==> config.mk <==
export PLATFORM = sky130hd
export DESIGN_NAME = pipelined_addsub_flat
export DESIGN_NICKNAME = d
export VERILOG_FILES = /design/src/rtl/pipelined_addsub_if.sv /design/src/rtl/pipelined_addsub.sv /design/src/flat_wrapper.sv
export SDC_FILE = /design/constraint.sdc
export NUM_CORES = 1
export LEC_CHECK = 0
export ABC_AREA = 1
export CAP_MARGIN = 20
export CORE_ASPECT_RATIO = 2
export CORE_MARGIN = 2
export CORE_UTILIZATION = 56
export DETAILED_ROUTE_END_ITERATION = 6
export PLACE_DENSITY = 0.89
export SLEW_MARGIN = 10
export SYNTH_ARGS = -nofsm -noshare
export SYNTH_HDL_FRONTEND = slang
export SYNTH_SLANG_ARGS = --single-unit
==> constraint.sdc <==
create_clock -name clk -period 7 [get_ports clk]
set_clock_uncertainty 0.05 [all_clocks]
set_input_delay 1.05 -clock clk [delete_from_list [all_inputs] [get_ports clk]]
set_output_delay 1.05 -clock clk [all_outputs]
set_load 0.01 [all_outputs]
==> src/rtl/pipelined_addsub_if.sv <==
// ============================================================================
// Module   : pipelined_addsub_if
// Brief    : Operand/result handshake bundle for the pipelined add/subtract.
// Revision : 1.0 - initial release
// ============================================================================
`default_nettype none

interface pipelined_addsub_if #(
  parameter int B = 32
);
  logic         in_valid;
  logic         in_ready;
  logic [B-1:0] a;
  logic [B-1:0] b;
  logic         cin;
  logic         sub;
  logic         out_valid;
  logic         out_ready;
  logic [B-1:0] s;
  logic         cout;
  logic         ovf;
  logic         zero;

  modport master (
    output in_valid, a, b, cin, sub, out_ready,
    input  in_ready, out_valid, s, cout, ovf, zero
  );

  modport slave (
    input  in_valid, a, b, cin, sub, out_ready,
    output in_ready, out_valid, s, cout, ovf, zero
  );
endinterface

`default_nettype wire

==> src/rtl/pipelined_addsub.sv <==
// ============================================================================
// Module   : pipelined_addsub
// Brief    : B-bit add/subtract split into STAGES chunks, one chunk per stage.
// Revision : 1.0 - initial release
// ============================================================================
`default_nettype none

module pipelined_addsub #(
  parameter int B      = 32,
  parameter int STAGES = 4
) (
  input  logic               clk,
  input  logic               rst,
  pipelined_addsub_if.slave  bus
);

  localparam int             C_W    = B / STAGES;
  localparam int             C_L    = STAGES - 1;
  localparam int             C_NMID = (STAGES > 1) ? STAGES - 1 : 1;
  localparam logic [B-1:0]   C_MASK = B'({C_W{1'b1}});

  logic         w_adv;
  logic [B-1:0] w_bb0;
  logic         w_c0;
  logic         w_ovf;

  // Per-stage input view: stage 0 sees the ports, stage k sees stage k-1 regs
  logic         w_v_in   [STAGES];
  logic [B-1:0] w_a_in   [STAGES];
  logic [B-1:0] w_bb_in  [STAGES];
  logic [B-1:0] w_sum_in [STAGES];
  logic         w_c_in   [STAGES];
  logic [C_W:0] w_res    [STAGES];
  logic [B-1:0] w_sum_out[STAGES];

  logic         r_v   [C_NMID];
  logic [B-1:0] r_a   [C_NMID];
  logic [B-1:0] r_bb  [C_NMID];
  logic [B-1:0] r_sum [C_NMID];
  logic         r_c   [C_NMID];

  logic         r_out_valid;
  logic [B-1:0] r_s;
  logic         r_cout;
  logic         r_ovf;

  assign w_adv = !r_out_valid || bus.out_ready;
  assign w_bb0 = bus.sub ? ~bus.b : bus.b;
  assign w_c0  = bus.sub ? 1'b1 : bus.cin;

  generate
    for (genvar k = 0; k < STAGES; k++) begin : g_stage
      if (k == 0) begin : g_first
        assign w_v_in[k]   = bus.in_valid;
        assign w_a_in[k]   = bus.a;
        assign w_bb_in[k]  = w_bb0;
        assign w_sum_in[k] = '0;
        assign w_c_in[k]   = w_c0;
      end else begin : g_next
        assign w_v_in[k]   = r_v[k-1];
        assign w_a_in[k]   = r_a[k-1];
        assign w_bb_in[k]  = r_bb[k-1];
        assign w_sum_in[k] = r_sum[k-1];
        assign w_c_in[k]   = r_c[k-1];
      end

      assign w_res[k] = {1'b0, w_a_in[k][k*C_W +: C_W]}
                      + {1'b0, w_bb_in[k][k*C_W +: C_W]}
                      + {{C_W{1'b0}}, w_c_in[k]};

      // Splice this stage's chunk into the partial sum; lower chunks pass through
      assign w_sum_out[k] = (w_sum_in[k] & ~(C_MASK << (k*C_W)))
                          | (B'(w_res[k][C_W-1:0]) << (k*C_W));
    end
  endgenerate

  assign w_ovf = (w_a_in[C_L][B-1] == w_bb_in[C_L][B-1])
              && (w_sum_out[C_L][B-1] != w_a_in[C_L][B-1]);

  always_ff @(posedge clk or posedge rst) begin
    if (rst) begin
      for (int i = 0; i < C_NMID; i++) begin
        r_v[i]   <= 1'b0;
        r_a[i]   <= '0;
        r_bb[i]  <= '0;
        r_sum[i] <= '0;
        r_c[i]   <= 1'b0;
      end
      r_out_valid <= 1'b0;
      r_s         <= '0;
      r_cout      <= 1'b0;
      r_ovf       <= 1'b0;
    end else if (w_adv) begin
      for (int i = 0; i < STAGES - 1; i++) begin
        r_v[i]   <= w_v_in[i];
        r_a[i]   <= w_a_in[i];
        r_bb[i]  <= w_bb_in[i];
        r_sum[i] <= w_sum_out[i];
        r_c[i]   <= w_res[i][C_W];
      end
      r_out_valid <= w_v_in[C_L];
      r_s         <= w_sum_out[C_L];
      r_cout      <= w_res[C_L][C_W];
      r_ovf       <= w_ovf;
    end
  end

  assign bus.in_ready  = w_adv;
  assign bus.out_valid = r_out_valid;
  assign bus.s         = r_s;
  assign bus.cout      = r_cout;
  assign bus.ovf       = r_ovf;
  assign bus.zero      = (r_s == '0);

endmodule

`default_nettype wire

==> src/flat_wrapper.sv <==
// flat-port wrapper written by rule: the top's interface ports become plain ports
module pipelined_addsub_flat 
#(
  parameter int B      = 32,
  parameter int STAGES = 4
)
  (clk, rst, bus_in_valid, bus_a, bus_b, bus_cin, bus_sub, bus_out_ready, bus_in_ready, bus_out_valid, bus_s, bus_cout, bus_ovf, bus_zero);
  pipelined_addsub_if #(.B(B)) bus_i ();
  input  logic clk;
  input  logic rst;
  input wire logic [$bits(bus_i.in_valid)-1:0] bus_in_valid;
  input wire logic [$bits(bus_i.a)-1:0] bus_a;
  input wire logic [$bits(bus_i.b)-1:0] bus_b;
  input wire logic [$bits(bus_i.cin)-1:0] bus_cin;
  input wire logic [$bits(bus_i.sub)-1:0] bus_sub;
  input wire logic [$bits(bus_i.out_ready)-1:0] bus_out_ready;
  output wire logic [$bits(bus_i.in_ready)-1:0] bus_in_ready;
  output wire logic [$bits(bus_i.out_valid)-1:0] bus_out_valid;
  output wire logic [$bits(bus_i.s)-1:0] bus_s;
  output wire logic [$bits(bus_i.cout)-1:0] bus_cout;
  output wire logic [$bits(bus_i.ovf)-1:0] bus_ovf;
  output wire logic [$bits(bus_i.zero)-1:0] bus_zero;
  assign bus_i.in_valid = bus_in_valid;
  assign bus_i.a = bus_a;
  assign bus_i.b = bus_b;
  assign bus_i.cin = bus_cin;
  assign bus_i.sub = bus_sub;
  assign bus_i.out_ready = bus_out_ready;
  assign bus_in_ready = bus_i.in_ready;
  assign bus_out_valid = bus_i.out_valid;
  assign bus_s = bus_i.s;
  assign bus_cout = bus_i.cout;
  assign bus_ovf = bus_i.ovf;
  assign bus_zero = bus_i.zero;
  pipelined_addsub #(.B(B), .STAGES(STAGES)) u_core (.clk(clk), .rst(rst), .bus(bus_i));
endmodule
* Yosys cells after proc, flatten, opt, wreduce, memory -nomap -nowiden *
Index checks and enable logic that the tools add are counted.

storage, ports and cells
  input bits = 70
  bits in registers = 281
  output and inout bits = 37
  word-level logic and storage cells = 39

cells by class
  multiplexer cells = 2
  add/subtract/negate cells = 8
  equal/unequal tests = 2
  reductions and logical operators = 4
  bitwise logic cells = 4

operators with widths
  kind                 count
  $add A8 B8 Y9        4
  $add A9 B1 Y9        4
  $logic_not A32 Y1    1
  $mux W32             1
  $not A32 Y32         1
  $or A24 B32 Y32      1
  $or A16 B24 Y24      1
  $or A8 B16 Y16       1
  $eq A1 B1 Y1         1
  $logic_and A1 B1 Y1  1
  $logic_not A1 Y1     1
  $logic_or A1 B1 Y1   1
  $mux W1              1
  $ne A1 B1 Y1         1

* Depth between registers and ports, before layout *
Gate-level depths: netlist of run 1.

  depth after elaboration = 5
  depth in mapped cells = 12

* Least setup slack after synthesis of run 1 *
OpenSTA, ideal clock, no wires.

  path kind = input-to-reg
  start = input bus_sub
  end = register u_core.r_sum[68] (netlist name)
  path slack = 3.965 ns
  stages = 9
  arrival time = 2.859 ns
  buffers on the path = 2
  cells stage by stage = buf_4 -> buf_4 -> or2_2 -> fa_1 -> fa_1 -> nand2_1 -> nand3_1 -> nor2_1 -> o22ai_2

on the way
  cells in the longest elaborated chain, start to end = 3

RTL lines
  what                             RTL line                text
  from (decl)                      flat_wrapper.sv:15      input wire logic [$bits(bus_i.sub)-1:0] bus_sub;
  $mux W32                         pipelined_addsub.sv:48  assign w_bb0 = bus.sub ? ~bus.b : bus.b;
  $add A8 B8 Y9                    pipelined_addsub.sv:68  + {1'b0, w_bb_in[k][k*C_W +: C_W]}
  $add A9 B1 Y9 (*)                pipelined_addsub.sv:69  + {{C_W{1'b0}}, w_c_in[k]};
  to (signal, indexed assignment)  pipelined_addsub.sv:98  r_sum[i] <= w_sum_out[i];
  to (decl)                        pipelined_addsub.sv:39  logic [B-1:0] r_sum [C_NMID];

Mark *: on every way between the ends. The rest lies on a longest branch, timed or not.
A chain may end at the register's enable or synchronous reset.

* Final worst setup path of run 1 *
  start = input bus_out_ready
  end = output bus_in_ready

on the way
  cells in the longest elaborated chain, start to end = 1

RTL lines
  what                RTL line                text
  from (decl)         flat_wrapper.sv:16      input wire logic [$bits(bus_i.out_ready)-1:0] bus_out_ready;
  $logic_or A1 B1 Y1  pipelined_addsub.sv:47  assign w_adv = !r_out_valid || bus.out_ready;
  to (decl)           flat_wrapper.sv:17      output wire logic [$bits(bus_i.in_ready)-1:0] bus_in_ready;

Every way passes these cells.

==> summary.md, run 1 <==
| Metric | Value |
|---|---|
| Worst Reg-to-Reg Cells | 7 |
| DRT iter0 DRCs | 460 |
| Inserted Diodes | 0 |
| Initial antenna violation count | 0 |
| Lkg Pwr | 5.30 nW |
| Ports | 107 |
| Drt total wl | 17.9 mm |
| Row count | 65 |
| Area after DPL | 9870 um2 |
| Vias per cell | 5.20 |
| Top cell type's share of synthesized area | 52.2% |
| Final Net Count | 1,238 |
| Slowest stage delay, CP | 0.59 ns |
| Setup Fix Bufs, Post-CTS | 0 |
| Multiplexer share of the synthesized area | 0% |
| CP Max Fanout | 77 |
| Post-Synth XOR/XNOR Area | 3.26% |
| Worst Hold Class | register to register |
| Register Area | 4630 um2 |
| Post-route ant nets | 0 |
| Power per Cell Area | 440 nW/um2 |
| Vias in the first global route | 6,870 |
| Final hold vios | 0 |
| Crit path depth | 5 |
| Initial core utilization | 56.8% |
| Delay-heaviest family, CP | buffers and inverters |
| CTS Root Cell | clkbuf_16 |
| Worst path slowest cell | clkdlybuf4s50_1 |
| WL/cell | 13.3 um |
| Hold buffer count at cts | 0 |
| R2R Setup Slk | 4.18 ns |
| Synthesis Warnings | 0 |
| Die X-Extent | 93.0 um |
| RSZ-0062 raised after global routing | no |
| Clk slew on worst S/H paths | 0.07 ns |
| Via count | 6,996 |
| Die height | 182 um |
| Layout cells sized above 1 | 4.02% |
| Fin crit share | 61.9% |
| Ranking of synthesized cells by area | dfrtp_1 (52%), nand2_1 (19%), ha_1 (3.9%), inv_1 (3.9%), o21ai_0 (3.6%) |
| H-tree depth | 4 |
| Syn Area/Cell | 8.48 um2 |
| Compound-cell area share of the yosys netlist | 6.77% |
| Post-synth EDFFs | 0 |
| Global-route wire length before repair | 30.9 mm |
| Total CTS buffers | 17 |
| Critical Path RT | 5.90 ns |
| Simple-gate area share of the yosys netlist | 24.1% |
| Adder-cell share of the synthesized area | 5.75% |
| Number of slew-limit violations in the final report | 0 |
| Crit. End Element | output port |
| GRT Util Overall | 22.4% |
| Post-CTS sizing | 0 |
| Synthesis-to-layout area growth | 17.7% |
| Leading area contributor after synthesis | dfrtp_1 |
| Fillers | 1,231 |
| Die area | 16,900 um2 |
| Startpoint Class | primary input |
| WS Path Type | primary input to output port |
| Most common cell after layout, fill and taps aside | nand2_1 |
| Ys flop type | dfrtp_1 |
| Cells after synthesis | 1,046 |
| Placeable core area | 15,600 um2 |
| Register area share after synthesis | 52.2% |
| Number of port buffers | 106 |
| Worst vdd ir | 0.000280 V |
| Share of synthesized flip-flops with an asynchronous set or reset | 100% |
| Area of the multi-input gates | 3540 um2 |
| Most frequent cells in the layout | nand2_1 (457), dfrtp_1 (185), clkdlybuf4s50_1 (105) |
| HPWL after DPL | 11.6 mm |
| Max Cap Viol | 0 |
| Worst slack, placed | 2.70 ns |
| Final Worst Setup Slack | 2.67 ns |
| Actual slew at the worst max-slew pin | 1.07 ns |
| Normalized max-slew margin | 28.5% |
| Yosys cell types | 24 |
| Placer congestion estimate | 0.890 |
| CTS tree | done |
| Largest family of logic cells by synthesized area | simple AND/OR/NAND/NOR gates |
| Status | finished clean |
| Detailed-router iteration count before antenna repair | 5 |
| Largest net degree at the start of global routing | 122 |
| Final Cell Area | 10,400 um2 |
| Cell Chain, Critical Path | clkdlybuf4s50_1 -> nor2_4 -> buf_4 -> inv_4 -> clkdlybuf4s50_1 |
| CTS Buffer Depth | 2 |
| Final Setup Violations | 0 |
| Sink count of the clock tree | 185 |
| Hold depth | 2 |
| Synthesized cell area | 8870 um2 |
| # DRC | 0 |
| Yosys reg bits | 185 |
| Crit path top cell by count | clkdlybuf4s50_1 |
| FMAX | 231 MHz |
| Data arrival time of the critical path | 3.23 ns |
| Net Count, Synth | 1,152 |
| CP Buf/Inv Count | 4 |
| Aggregate global routing overflow | 0 |
| Aggregate negative setup slack | 0 ns |
| Crit path time final | 4.33 ns |
| Clk Latency, worst-skew pair | 0.42 ns |
-- registers in the layout (all words and copies together), names as in the netlist --
register,cells
u_core.r_bb,48
u_core.bus.ovf,1
u_core.bus.cout,1
u_core.bus.s,32
u_core.r_v,3
u_core.r_c,3
u_core.bus.out_valid,1
u_core.r_sum,48
u_core.r_a,48
-- metal layers --
layer	part of all wire, %	track usage, %
met5	0	0
met4	2.3	8.29
met3	4.4	3.28
met2	52	38.1
met1	41	28.8
-- kinds of logic after synthesis --
| kind of cell | Yosys count |
|---|---|
| and+or+nand+nor | 540 |
| DFF | 185 |
| buffers and inverters | 137 |
| AOI/OAI and AO/OA | 115 |
| adders and majority gates | 36 |
| xor gates and xnor gates | 33 |
-- synthesized netlist by cell type, types with 4 or more instances --
cell type and instances:
a21oi_1 18, buf_4 21, nor2_1 19, nand3_1 44, xor2_1 8, nand2_1 457, nor4_1 4, nand4_1 11
dfrtp_1 185, clkbuf_1 6, o21ai_0 63, buf_6 15, fa_1 8, or2_2 4, o21ai_1 28, xnor2_1 25
ha_1 28, inv_1 92
-- area by class of cell --
| cell class | count | area share (%) |
|---|---|---|
| repair buffers | 111 | 10.5 |
| clock inverters | 13 | 1.29 |
| inverters | 93 | 3.41 |
| flip-flops and latches | 185 | 44.3 |
| well taps | 201 | 2.41 |
| clock buffers | 19 | 4.24 |
| multi-input cells | 724 | 33.9 |
-- through the flow --
step	power [mW]	std cells	hold WS (ns)	utilization [%]
3_5_place_dp	3.63	1314	0.396	63.2
5_1_grt	4.96	1346	0.444	66.9
2_1_floorplan	3.12	1046	0.373	-
3_3_place_gp	3.53	1314	0.386	63.2
6_report	4.59	1346	0.412	66.9
4_1_cts	4.60	1346	0.411	66.9
-- worst register-to-register path: stages (launching register included) --
cell     delay, ns
dfrtp_1       0.37
inv_1         0.09
nor2_4        0.03
buf_4         0.32
inv_4         0.60
buf_4         0.92
nand2_1       0.21
o21ai_1       0.13
-- worst paths after layout --
check	from	endpoint
max	bus_out_ready	bus_in_ready
min	u_core.r_v[0]$_DFFE_PP0P_	u_core.bus.out_valid$_DFFE_PP0P_
max reg2reg	u_core.bus.out_valid$_DFFE_PP0P_	u_core.r_bb[60]$_DFFE_PP0P_
min reg2reg	u_core.r_v[0]$_DFFE_PP0P_	u_core.bus.out_valid$_DFFE_PP0P_
max in group asynchronous	rst	u_core.r_a[24]$_DFFE_PP0P_
min in group asynchronous	rst	u_core.r_a[87]$_DFFE_PP0P_
-- report_power, final --
group / internal (mW) / leakage [nW] / total (mW) / switching (mW)
clock network: 0.510 / 0.277 / 0.933 / 0.423
registers: 1.55 / 2.24 / 1.84 / 0.291
logic: 0.752 / 2.79 / 1.82 / 1.07
Note: power is estimated with default switching activity, not from simulation.
==> run 2: changes to the inputs <==
==> constraint.sdc (replaced) <==
create_clock -name clk -period 4.3 [get_ports clk]
set_clock_uncertainty 0.05 [all_clocks]
set_input_delay 0.645 -clock clk [delete_from_list [all_inputs] [get_ports clk]]
set_output_delay 0.645 -clock clk [all_outputs]
set_load 0.01 [all_outputs]
==> summary.md, run 2 (synthesis results as in run 1) <==
| Metric | Value |
|---|---|
| Die height | 182 um (unchanged) |
| Slowest stage delay, CP | 0.55 ns (was 0.59 ns) |
| Data arrival time of the critical path | 2.16 ns (was 3.23 ns) |
| Total CTS buffers | 17 (unchanged) |
| Critical Path RT | 3.61 ns (was 5.90 ns) |
| Post-CTS sizing | 0 (unchanged) |
| Row count | 65 (unchanged) |
| Final Cell Area | 10,500 um2 (was 10,400 um2) |
| Aggregate negative setup slack | 0 ns (unchanged) |
| Met1 usage | 30.8% (was 28.8%) |
| WS Path Type | register to output port (was primary input to output port) |
| Power per Cell Area | 720 nW/um2 (was 440 nW/um2) |
| HPWL after DPL | 12.1 mm (was 11.6 mm) |
| Non-filler cells, final | 1,347 (was 1,346) |
| Global-route wire length before repair | 32.7 mm (was 30.9 mm) |
| Crit. End Element | output port (unchanged) |
| # DRC | 1 (was 0) |
| Number of slew-limit violations in the final report | 0 (unchanged) |
| Largest regs | u_core.r_a x48, u_core.r_bb x48, u_core.r_sum x48 (unchanged) |
| Final Worst Setup Slack | 1.44 ns (was 2.67 ns) |
| Actual slew at the worst max-slew pin | 0.746 ns (was 1.07 ns) |
| Inserted Diodes | 0 (unchanged) |
| Die X-Extent | 93.0 um (unchanged) |
| Worst slack, placed | 1.45 ns (was 2.70 ns) |
| Layout cells sized above 1 | 4.19% (was 4.02%) |
| Worst path slowest cell | clkdlybuf4s50_1 (unchanged) |
| Delay-heaviest family, CP | simple AND/OR/NAND/NOR gates (was buffers and inverters) |
| Final Setup Violations | 0 (unchanged) |
| WL/cell | 13.8 um (was 13.3 um) |
| Vias in the first global route | 7,146 (was 6,870) |
| Worst Hold Class | register to register (unchanged) |
| Crit path time final | 2.86 ns |
| Detailed-router iteration count before antenna repair | 7 (was 5) |
| CTS tree | done (unchanged) |
| Clk Latency, worst-skew pair | 0.43 ns (was 0.42 ns) |
| Final hold vios | 0 (unchanged) |
| Sink count of the clock tree | 185 (unchanged) |
| RR Endpoint | u_core.r_sum[20]$_DFFE_PP0P_ (was u_core.r_bb[60]$_DFFE_PP0P_) |
| Drt total wl | 18.6 mm (was 17.9 mm) |
| Pwr Total | 7.57 mW (was 4.59 mW) |
| Worst R2R Start | u_core.r_c[1]$_DFFE_PP0P_ (was u_core.bus.out_valid$_DFFE_PP0P_) |
| Met2 usage | 41.0% (was 38.1%) |
| Most common cell after layout, fill and taps aside | nand2_1 (unchanged) |
| Max Cap Viol | 0 (unchanged) |
| Lkg Pwr | 5.32 nW (was 5.30 nW) |
| M3 GR Usage | 3.61% (was 3.28%) |
| Number of port buffers | 106 (unchanged) |
| RSZ-0062 raised after global routing | no (unchanged) |
| Placeable core area | 15,600 um2 (unchanged) |
| Aggregate global routing overflow | 0 (unchanged) |
| Hold_ws | 0.406 ns (was 0.412 ns) |
| Cell Chain, Critical Path | nor4_1 -> nand3_1 -> nor2_1 -> clkdlybuf4s50_1 (was clkdlybuf4s50_1 -> nor2_4 -> buf_4 -> inv_4 -> clkdlybuf4s50_1) |
| Ports | 107 (unchanged) |
| Largest net degree at the start of global routing | 197 (was 122) |
| Die area | 16,900 um2 (unchanged) |
| Hold buffer count at cts | 0 (unchanged) |
| Worst vdd ir | 0.000460 V (was 0.000280 V) |
| GRT Util Overall | 23.7% (was 22.4%) |
| Hold Crit Start | u_core.r_v[0]$_DFFE_PP0P_ (unchanged) |
| Synthesis-to-layout area growth | 18.4% (was 17.7%) |
| DRT iter0 DRCs | 467 (was 460) |
| H-tree depth | 4 (unchanged) |
| Failing checks | DRC |
| Hold depth | 2 (unchanged) |
| Worst Reg-to-Reg Cells | 7 (unchanged) |
| Status | finished with violations (was finished clean) |
| Setup Fix Bufs, Post-CTS | 0 (unchanged) |
| Fin crit share | 66.4% |
| Clk slew on worst S/H paths | 0.07 ns (about the same) |
| Final Net Count | 1,239 (was 1,238) |
| Area after DPL | 9910 um2 (was 9870 um2) |
| CP Max Fanout | 3 (was 77) |
| Most Crowded Layer GR | met2 (unchanged) |
| CTS Buffer Depth | 2 (unchanged) |
| FMAX | 350 MHz |
| Placer congestion estimate | 0.869 (was 0.890) |
| Startpoint Class | register (was primary input) |
| Most frequent cells in the layout | nand2_1 (457), dfrtp_1 (185), clkdlybuf4s50_1 (105) (unchanged) |
| Hold Path Sink | u_core.bus.out_valid$_DFFE_PP0P_ (unchanged) |
| Initial core utilization | 56.8% (unchanged) |
| DP Cell Count | 1,315 (was 1,314) |
| Via count | 7,025 (was 6,996) |
| CTS Root Cell | clkbuf_16 (unchanged) |
| Normalized max-slew margin | 50.3% (was 28.5%) |
| Final Util | 67.3% (was 66.9%) |
| CP Buf/Inv Count | 1 (was 4) |
| Vias per cell | 5.22 (was 5.20) |
| Initial antenna violation count | 0 (unchanged) |
| Post-route ant nets | 0 (unchanged) |
| R2R Setup Slk | 2.17 ns (was 4.18 ns) |
-- run 2: cell types whose count changed in the layout (fill, tap and decap cells not counted) --
cell        change
clkinv_4        -3
bufinv_16       +1
clkbuf_1        -1
clkinv_2        +1
buf_12          +3
clkinvlp_4      +2
buf_4           -2
-- run 2: layout make-up --
type	count	area (um2)
Clock buffer	18	439
Fill cell	1198	5100
Clock inverter	14	160
Inverter	93	355
Multi-Input combinational cell	724	3540
Tap cell	201	251
Timing Repair Buffer	112	1140
Sequential cell	185	4630
-- run 2: power breakdown --
group / switching, mW / leakage (nW) / internal [mW]
Sequential: 0.485 / 2.24 / 2.52
Combinational: 1.77 / 2.80 / 1.23
Clock: 0.684 / 0.286 / 0.886
-- run 2: per-layer routing --
| layer | part of all wire, % | up-vias |
|---|---|---|
| met5 | 0 | - |
| met4 | 1.6 | 0 |
| met3 | 4.6 | 31 |
| met2 | 53 | 201 |
| met1 | 41 | 3350 |
| li1 | - | 3443 |
-- run 2: worst reg2reg max path, stage by stage (launching register included) --
cell     delay (ns)
dfrtp_1        0.40
fa_1           0.50
fa_1           0.45
nand2_1        0.09
nand3_1        0.12
or2_2          0.29
nand3_1        0.07
nand2_1        0.06
-- run 2: how the worst max path moves through the flow --
stage / startpoint / endpoint / cells after the start
final: u_core.bus.s[9]$_DFFE_PP0P_ / bus_zero / 4
after global routing: bus_out_ready / bus_in_ready / 4
after CTS: u_core.bus.s[5]$_DFFE_PP0P_ / bus_zero / 4
after detailed placement: bus_out_ready / bus_in_ready / 4
after global placement: bus_out_ready / bus_in_ready / 4
after floorplan: rst / u_core.bus.cout$_DFFE_PP0P_ / 1
